==> config.mk <==
export PLATFORM = sky130hd
export DESIGN_NAME = fp_div_seq_flat
export DESIGN_NICKNAME = d
export VERILOG_FILES = /design/src/rtl/fp_div_if.sv /design/src/rtl/fp_div_seq.sv /design/src/flat_wrapper.sv
export SDC_FILE = /design/constraint.sdc
export NUM_CORES = 1
export LEC_CHECK = 0
export CAP_MARGIN = 10
export CORE_ASPECT_RATIO = 0.7
export CORE_MARGIN = 2
export CORE_UTILIZATION = 50
export CTS_CLUSTER_SIZE = 14
export DETAILED_ROUTE_END_ITERATION = 8
export PLACE_DENSITY = 0.84
export SLEW_MARGIN = 20
export SYNTH_ARGS = -nofsm -noshare
export SYNTH_HDL_FRONTEND = slang
export SYNTH_SLANG_ARGS = --single-unit
==> constraint.sdc <==
create_clock -name clk -period 4.18 [get_ports clk]
set_clock_uncertainty 0.15 [all_clocks]
set_input_delay 0.836 -clock clk [delete_from_list [all_inputs] [get_ports clk]]
set_output_delay 0.836 -clock clk [all_outputs]
set_load 0.005 [all_outputs]
==> src/rtl/fp_div_if.sv <==
// Handshake bundle for the sequential floating-point divider.
// Operands go in on the in_* side, quotient and flags come out on the out_* side.
interface fp_div_if #(
    parameter int W = 32
);
    logic         in_valid;
    logic         in_ready;
    logic [W-1:0] a;
    logic [W-1:0] b;
    logic         out_valid;
    logic         out_ready;
    logic [W-1:0] result;
    logic [3:0]   flags;

    // Producer of operands / consumer of results
    modport master (
        output in_valid, a, b, out_ready,
        input  in_ready, out_valid, result, flags
    );

    // The divide unit itself
    modport slave (
        input  in_valid, a, b, out_ready,
        output in_ready, out_valid, result, flags
    );
endinterface

==> src/rtl/fp_div_seq.sv <==
// Multicycle IEEE-754 divider: radix-2 restoring mantissa division, one
// quotient bit per clock, then a single normalise/round cycle.
// Subnormal inputs are flushed to zero; results below the normal range
// underflow to signed zero.
// Optional feature macro: FP_DIV_RNE_EN selects round-to-nearest-even;
// without it the quotient is truncated (round toward zero).
module fp_div_seq #(
    parameter int EXP_W = 8,
    parameter int MAN_W = 23
) (
    input logic   clk,
    input logic   rst_n,
    fp_div_if.slave bus
);
    localparam int W     = 1 + EXP_W + MAN_W;
    localparam int QW    = MAN_W + 3;            // quotient bits, integer bit first
    localparam int RW    = MAN_W + 2;            // remainder holds up to 2*D
    localparam int EW    = EXP_W + 2;            // signed exponent working width
    localparam int CNT_W = $clog2(MAN_W + 4);

    localparam logic signed [EW-1:0] BIAS     = EW'((1 << (EXP_W - 1)) - 1);
    localparam logic signed [EW-1:0] EMAX     = EW'((1 << EXP_W) - 1);
    localparam logic [CNT_W-1:0]     CNT_INIT = CNT_W'(MAN_W + 2);
    localparam logic [W-1:0]         QNAN     = {1'b0, {EXP_W{1'b1}}, 1'b1, {(MAN_W-1){1'b0}}};

    typedef enum logic [1:0] {IDLE, DIV, ROUND, DONE} state_t;

    state_t                 state_reg, state_next;
    logic [CNT_W-1:0]       cnt_reg;
    logic [RW-1:0]          rem_reg, dvs_reg;
    logic [QW-1:0]          quo_reg;
    logic signed [EW-1:0]   exp_reg;
    logic                   sign_reg;
    logic [W-1:0]           result_reg;
    logic [3:0]             flags_reg;

    // ---------------- operand classification ----------------
    logic             sa, sb, sign_ab;
    logic [EXP_W-1:0] ea, eb;
    logic [MAN_W-1:0] fa, fb;
    logic             a_zero, b_zero, a_inf, b_inf, a_nan, b_nan;

    assign sa      = bus.a[W-1];
    assign sb      = bus.b[W-1];
    assign ea      = bus.a[W-2:MAN_W];
    assign eb      = bus.b[W-2:MAN_W];
    assign fa      = bus.a[MAN_W-1:0];
    assign fb      = bus.b[MAN_W-1:0];
    assign sign_ab = sa ^ sb;
    // exp == 0 covers both true zero and flushed subnormals
    assign a_zero  = (ea == '0);
    assign b_zero  = (eb == '0);
    assign a_inf   = (ea == '1) && (fa == '0);
    assign b_inf   = (eb == '1) && (fb == '0);
    assign a_nan   = (ea == '1) && (fa != '0);
    assign b_nan   = (eb == '1) && (fb != '0);

    logic             special;
    logic [W-1:0]     sp_result;
    logic [3:0]       sp_flags;

    // Special-case result selection, checked in priority order
    always_comb begin
        special   = 1'b1;
        sp_result = '0;
        sp_flags  = 4'b0000;
        if (a_nan || b_nan) begin
            sp_result = QNAN;
        end else if ((a_zero && b_zero) || (a_inf && b_inf)) begin
            sp_result = QNAN;
            sp_flags  = 4'b1000;
        end else if (a_inf) begin
            sp_result = {sign_ab, {EXP_W{1'b1}}, {MAN_W{1'b0}}};
        end else if (b_zero) begin
            sp_result = {sign_ab, {EXP_W{1'b1}}, {MAN_W{1'b0}}};
            sp_flags  = 4'b0100;
        end else if (b_inf || a_zero) begin
            sp_result = {sign_ab, {(W-1){1'b0}}};
        end else begin
            special   = 1'b0;
        end
    end

    logic signed [EW-1:0] exp_calc;
    assign exp_calc = $signed({2'b00, ea}) - $signed({2'b00, eb}) + BIAS;

    // ---------------- restoring divide step ----------------
    logic          ge;
    logic [RW-1:0] rem_step;
    assign ge       = (rem_reg >= dvs_reg);
    assign rem_step = ge ? (rem_reg - dvs_reg) : rem_reg;

    // ---------------- normalise and round ----------------
    logic                 norm_shift;
    logic [MAN_W:0]       mant_trunc;
    logic [MAN_W+1:0]     mant_round;
    logic                 carry;
    logic [MAN_W-1:0]     frac;
    logic signed [EW-1:0] e_norm, e_final;
    logic [W-1:0]         rnd_result;
    logic [3:0]           rnd_flags;

    // A quotient below 1.0 needs one left shift to bring the hidden bit up
    assign norm_shift = ~quo_reg[QW-1];
    assign mant_trunc = norm_shift ? quo_reg[QW-2:1] : quo_reg[QW-1:2];
    assign e_norm     = exp_reg - $signed({{(EW-1){1'b0}}, norm_shift});

`ifdef FP_DIV_RNE_EN
    logic guard, sticky, round_up;
    assign guard      = norm_shift ? quo_reg[0] : quo_reg[1];
    // A nonzero final remainder means more set bits lie below the quotient
    assign sticky     = (!norm_shift && quo_reg[0]) || (rem_reg != '0);
    assign round_up   = guard && (sticky || mant_trunc[0]);
    assign mant_round = {1'b0, mant_trunc} + (MAN_W+2)'(round_up);
`else
    assign mant_round = {1'b0, mant_trunc};
`endif

    assign carry   = mant_round[MAN_W+1];
    assign frac    = carry ? mant_round[MAN_W:1] : mant_round[MAN_W-1:0];
    assign e_final = e_norm + $signed({{(EW-1){1'b0}}, carry});

    // Range check on the final exponent decides inf / zero / normal
    always_comb begin
        rnd_result = {sign_reg, e_final[EXP_W-1:0], frac};
        rnd_flags  = 4'b0000;
        if (e_final >= EMAX) begin
            rnd_result = {sign_reg, {EXP_W{1'b1}}, {MAN_W{1'b0}}};
            rnd_flags  = 4'b0010;
        end else if (e_final <= $signed(EW'(0))) begin
            rnd_result = {sign_reg, {(W-1){1'b0}}};
            rnd_flags  = 4'b0001;
        end
    end

    // ---------------- control ----------------
    // State register
    always_ff @(posedge clk or negedge rst_n) begin
        if (!rst_n) state_reg <= IDLE;
        else        state_reg <= state_next;
    end

    // Next-state decode
    always_comb begin
        state_next = state_reg;
        case (state_reg)
            IDLE:    if (bus.in_valid) state_next = special ? DONE : DIV;
            DIV:     if (cnt_reg == '0) state_next = ROUND;
            ROUND:   state_next = DONE;
            DONE:    if (bus.out_ready) state_next = IDLE;
            default: state_next = IDLE;
        endcase
    end

    // Datapath registers: capture on accept, iterate in DIV, commit in ROUND
    always_ff @(posedge clk or negedge rst_n) begin
        if (!rst_n) begin
            cnt_reg    <= '0;
            rem_reg    <= '0;
            dvs_reg    <= '0;
            quo_reg    <= '0;
            exp_reg    <= '0;
            sign_reg   <= 1'b0;
            result_reg <= '0;
            flags_reg  <= 4'b0000;
        end else begin
            case (state_reg)
                IDLE: if (bus.in_valid) begin
                    sign_reg <= sign_ab;
                    exp_reg  <= exp_calc;
                    rem_reg  <= {1'b0, 1'b1, fa};
                    dvs_reg  <= {1'b0, 1'b1, fb};
                    quo_reg  <= '0;
                    cnt_reg  <= CNT_INIT;
                    if (special) begin
                        result_reg <= sp_result;
                        flags_reg  <= sp_flags;
                    end
                end
                DIV: begin
                    rem_reg <= rem_step << 1;
                    quo_reg <= {quo_reg[QW-2:0], ge};
                    cnt_reg <= cnt_reg - CNT_W'(1);
                end
                ROUND: begin
                    result_reg <= rnd_result;
                    flags_reg  <= rnd_flags;
                end
                default: ;
            endcase
        end
    end

    assign bus.in_ready  = (state_reg == IDLE);
    assign bus.out_valid = (state_reg == DONE);
    assign bus.result    = result_reg;
    assign bus.flags     = flags_reg;
endmodule
==> src/flat_wrapper.sv <==
// flat-port wrapper written by rule: the top's interface ports become plain ports
module fp_div_seq_flat 
#(
    parameter int EXP_W = 8,
    parameter int MAN_W = 23
)
  (clk, rst_n, bus_in_valid, bus_a, bus_b, bus_out_ready, bus_in_ready, bus_out_valid, bus_result, bus_flags);
  fp_div_if bus_i ();
  input logic clk;
  input logic rst_n;
  input wire logic [$bits(bus_i.in_valid)-1:0] bus_in_valid;
  input wire logic [$bits(bus_i.a)-1:0] bus_a;
  input wire logic [$bits(bus_i.b)-1:0] bus_b;
  input wire logic [$bits(bus_i.out_ready)-1:0] bus_out_ready;
  output wire logic [$bits(bus_i.in_ready)-1:0] bus_in_ready;
  output wire logic [$bits(bus_i.out_valid)-1:0] bus_out_valid;
  output wire logic [$bits(bus_i.result)-1:0] bus_result;
  output wire logic [$bits(bus_i.flags)-1:0] bus_flags;
  assign bus_i.in_valid = bus_in_valid;
  assign bus_i.a = bus_a;
  assign bus_i.b = bus_b;
  assign bus_i.out_ready = bus_out_ready;
  assign bus_in_ready = bus_i.in_ready;
  assign bus_out_valid = bus_i.out_valid;
  assign bus_result = bus_i.result;
  assign bus_flags = bus_i.flags;
  fp_div_seq #(.EXP_W(EXP_W), .MAN_W(MAN_W)) u_core (.clk(clk), .rst_n(rst_n), .bus(bus_i));
endmodule
==> impl_metrics.csv <==
group,metric,value,unit
outcome,status,"completed",
critical_path,cp-start-kind,"input pin",
sta,fin_crit,3.55,ns
floorplan,dieArea,16800,um^2
floorplan,coreArea,15500,um^2
logic_synthesis,synth_top_area_share,40.9,%
logic_synthesis,synth_top_family_by_area,"compound AO/OA/AOI/OAI gates",
logic_synthesis,synth_compound_area_share,20.6,%
sta,rsz0062_at_grt,"false",
cts,clk_pin_slew,0.07,ns
sta,max_slew_margin,38.5,%
logic_synthesis,yosys_warnings,0,
sta,fmax,281,MHz
logic_synthesis,synth_most_common_cell,"dfrtp_1",
logic_synthesis,yosys_most_used_dff,"dfrtp_1",
logic_synthesis,synthXorXnorAreaFrac,4.11,%
sta,drv_slew,0,
cts,cts.root.buffer_cell,"clkbuf_16",
layout,fillerInstances,1235,
logic_synthesis,yosys.area_share.simple,14.7,%
floorplan,die_w,154,um
drt,viasPerCell,6.02,
place,placedCellCount,1121,
drt,vias,6946,
floorplan,die_h,109,um
logic_synthesis,syn_nets,951,
logic_synthesis,yosys-top-cells-area,"dfrtp_1 41%, ha_1 6.5%, o21ai_0 4.8%",
logic_synthesis,synth_mux_area_share,8.06,%
drt,firstDrtPassIters,8,
sta,setup_violations,0,
logic_synthesis,synthCells,840,
flow_run,maxCapViolations,0,
cts,tritoncts,"built",
global_route,track_usage,25.0,%
logic_synthesis,syn_area_per_cell,9.39,um^2
layout,fin_cells,1153,
logic_synthesis,yosysSeqAreaShare,40.9,%
global_route,grt_start_max_net_pins,77,
cts,ctsHtreeMaxLevel,4,
drt,post_drt_wl_per_cell,17.9,um
critical_path,crit_arrival,3.69,ns
cts,cts_setup_buffers,0,
cts,clock_path_buffers,2,
floorplan,pin_count,106,
logic_synthesis,syn_area,7890,um^2
global_route,grt-ovfl-total,0,
pwr,p_per_area,837,nW/um^2
global_route,grt_pass1_wl,33.2,mm
logic_synthesis,synth-edff-count,0,
cts,worstSkewPairLatency,0.42,ns
global_route,antenna_found_initial,0,
logic_synthesis,synth_async_sr_flop_share,100,%
sta,fin_setup_tns,0,ns
cts,cts_resized,0,
logic_synthesis,synth_fa_ha_area_share,7.01,%
layout,finalNetCount,1051,
pwr,peakVddDrop,0.000527,V
layout,largest_reg_flops,32,
global_route,grt_pass1_vias,6621,
drt,drt-initial-drc-count,627,
logic_synthesis,yosysUniqueCellTypes,71,
layout,layout-drive-gt1-share,9.65,%
sta,hold_violations,0,
pwr,finalPower,8.16,mW
layout,diodes,0,
critical_path,required,4.32,ns
logic_synthesis,synth_commonest_cells,"129 x dfrtp_1, 81 x nand2_1, 75 x o21ai_0",
floorplan,rows,38,
cts,cts.sinks,129,
critical_path,endpoint_kind,"register",
floorplan,initial_utilization,51.1,%
cts,cts_made_buffers,17,
sta,worst_pin_slew,0.922,ns
hold_path,holdCritPathClass,"register to register",
place,place_congestion,0.937,
place,dpl.hpwl,14.8,mm
cts,postCtsHoldBufs,0,
drt,drc,0,
sta,period_share,85.0,%
sta,whs,0.316,ns
layout,final_util,63.1,%
layout,area_delta_synth_final,23.6,%
logic_synthesis,ys_seq_elements,129,
pwr,p_leak,4.19,nW
critical_path,critPathMaxFanout,4,
drt,wirelength,20.6,mm
drt,ant_nets,0,
logic_synthesis,yosys.area.top_type,"dfrtp_1",
critical_path,criticalPathCategory,"input pin to register",
place,port_buffers,105,
-- stage by stage --
| stage | worst slack [ns] | area (um^2) |
|---|---|---|
| final | 0.626 | 9750 |
| after global routing | 0.482 | 9750 |
| after CTS | 0.690 | 9750 |
| after detailed placement | 0.272 | 9160 |
| after global placement | 0.314 | 9160 |
| after floorplan | 0.960 | 7890 |
-- worst max-delay path: stages --
cell	delay, ns
clkdlybuf4s50_1	0.46
inv_1	0.08
ha_1	0.16
inv_1	0.06
fa_1	0.45
a21o_1	0.21
a21oi_1	0.24
xnor2_1	0.21
nor3b_1	0.35
nor3b_1	0.37
xor2_1	0.19
o21ai_0	0.09
-- final timing paths --
kind	from	end	slack, ns	cells past startpoint
min in group asynchronous	rst_n	u_core.exp_reg[6]	0.39	1
hold / removal	u_core.dvs_reg[23]	u_core.dvs_reg[23]	0.32	2
hold reg to reg	u_core.dvs_reg[23]	u_core.dvs_reg[23]	0.32	2
max in group asynchronous	rst_n	u_core.dvs_reg[0]	2.58	2
setup / recovery	bus_a[23]	u_core.exp_reg[7]	0.63	12
setup reg to reg	u_core.dvs_reg[1]	u_core.rem_reg[10]	0.84	10
-- cell families after synthesis --
logic type | Yosys count
AO/OA/AOI/OAI | 241
XOR/XNOR | 37
adder cells (fa/ha/maj) | 43
buffers and inverters | 93
flip-flops | 129
multiplexers | 60
AND/OR/NAND/NOR | 237
-- per-layer routing --
layer / vias to the layer above / track usage [%] / part of all wire, %
li1: 3276 / - / -
met1: 3349 / 33.4 / 45
met2: 271 / 40.5 / 45
met3: 50 / 5.45 / 6.7
met4: 0 / 9.21 / 2.7
met5: - / 0 / 0
-- power by group --
part	leakage [nW]	switching (mW)	internal [mW]
Clock	0.281	0.672	0.798
Combinational	2.27	2.57	1.99
Sequential	1.63	0.398	1.74
Total	4.19	3.64	4.52
-- placed cells by master (no fill, tap or decap), drive strengths merged, types with 18 or more instances in the layout --
cell type / n
inv: 61
ha: 41
nor3: 21
mux2: 28
xnor2: 18
mux2i: 32
nor2: 49
a21oi: 31
xor2: 19
a22o: 29
o21ai: 76
clkdlybuf4s50: 104
nor4: 18
dfrtp: 129
nand2: 82
-- cell type report --
class | instances | area (um^2) | area share (%)
clock inverters | 15 | 164 | 1.68
well taps | 200 | 250 | 2.57
flip-flops and latches | 129 | 3230 | 33.1
repair buffers | 121 | 1170 | 12.0
inverters | 53 | 199 | 2.04
multi-input cells | 618 | 4320 | 44.3
clock buffers | 17 | 425 | 4.36
No activity file was read; power rests on OpenSTA's default activity.
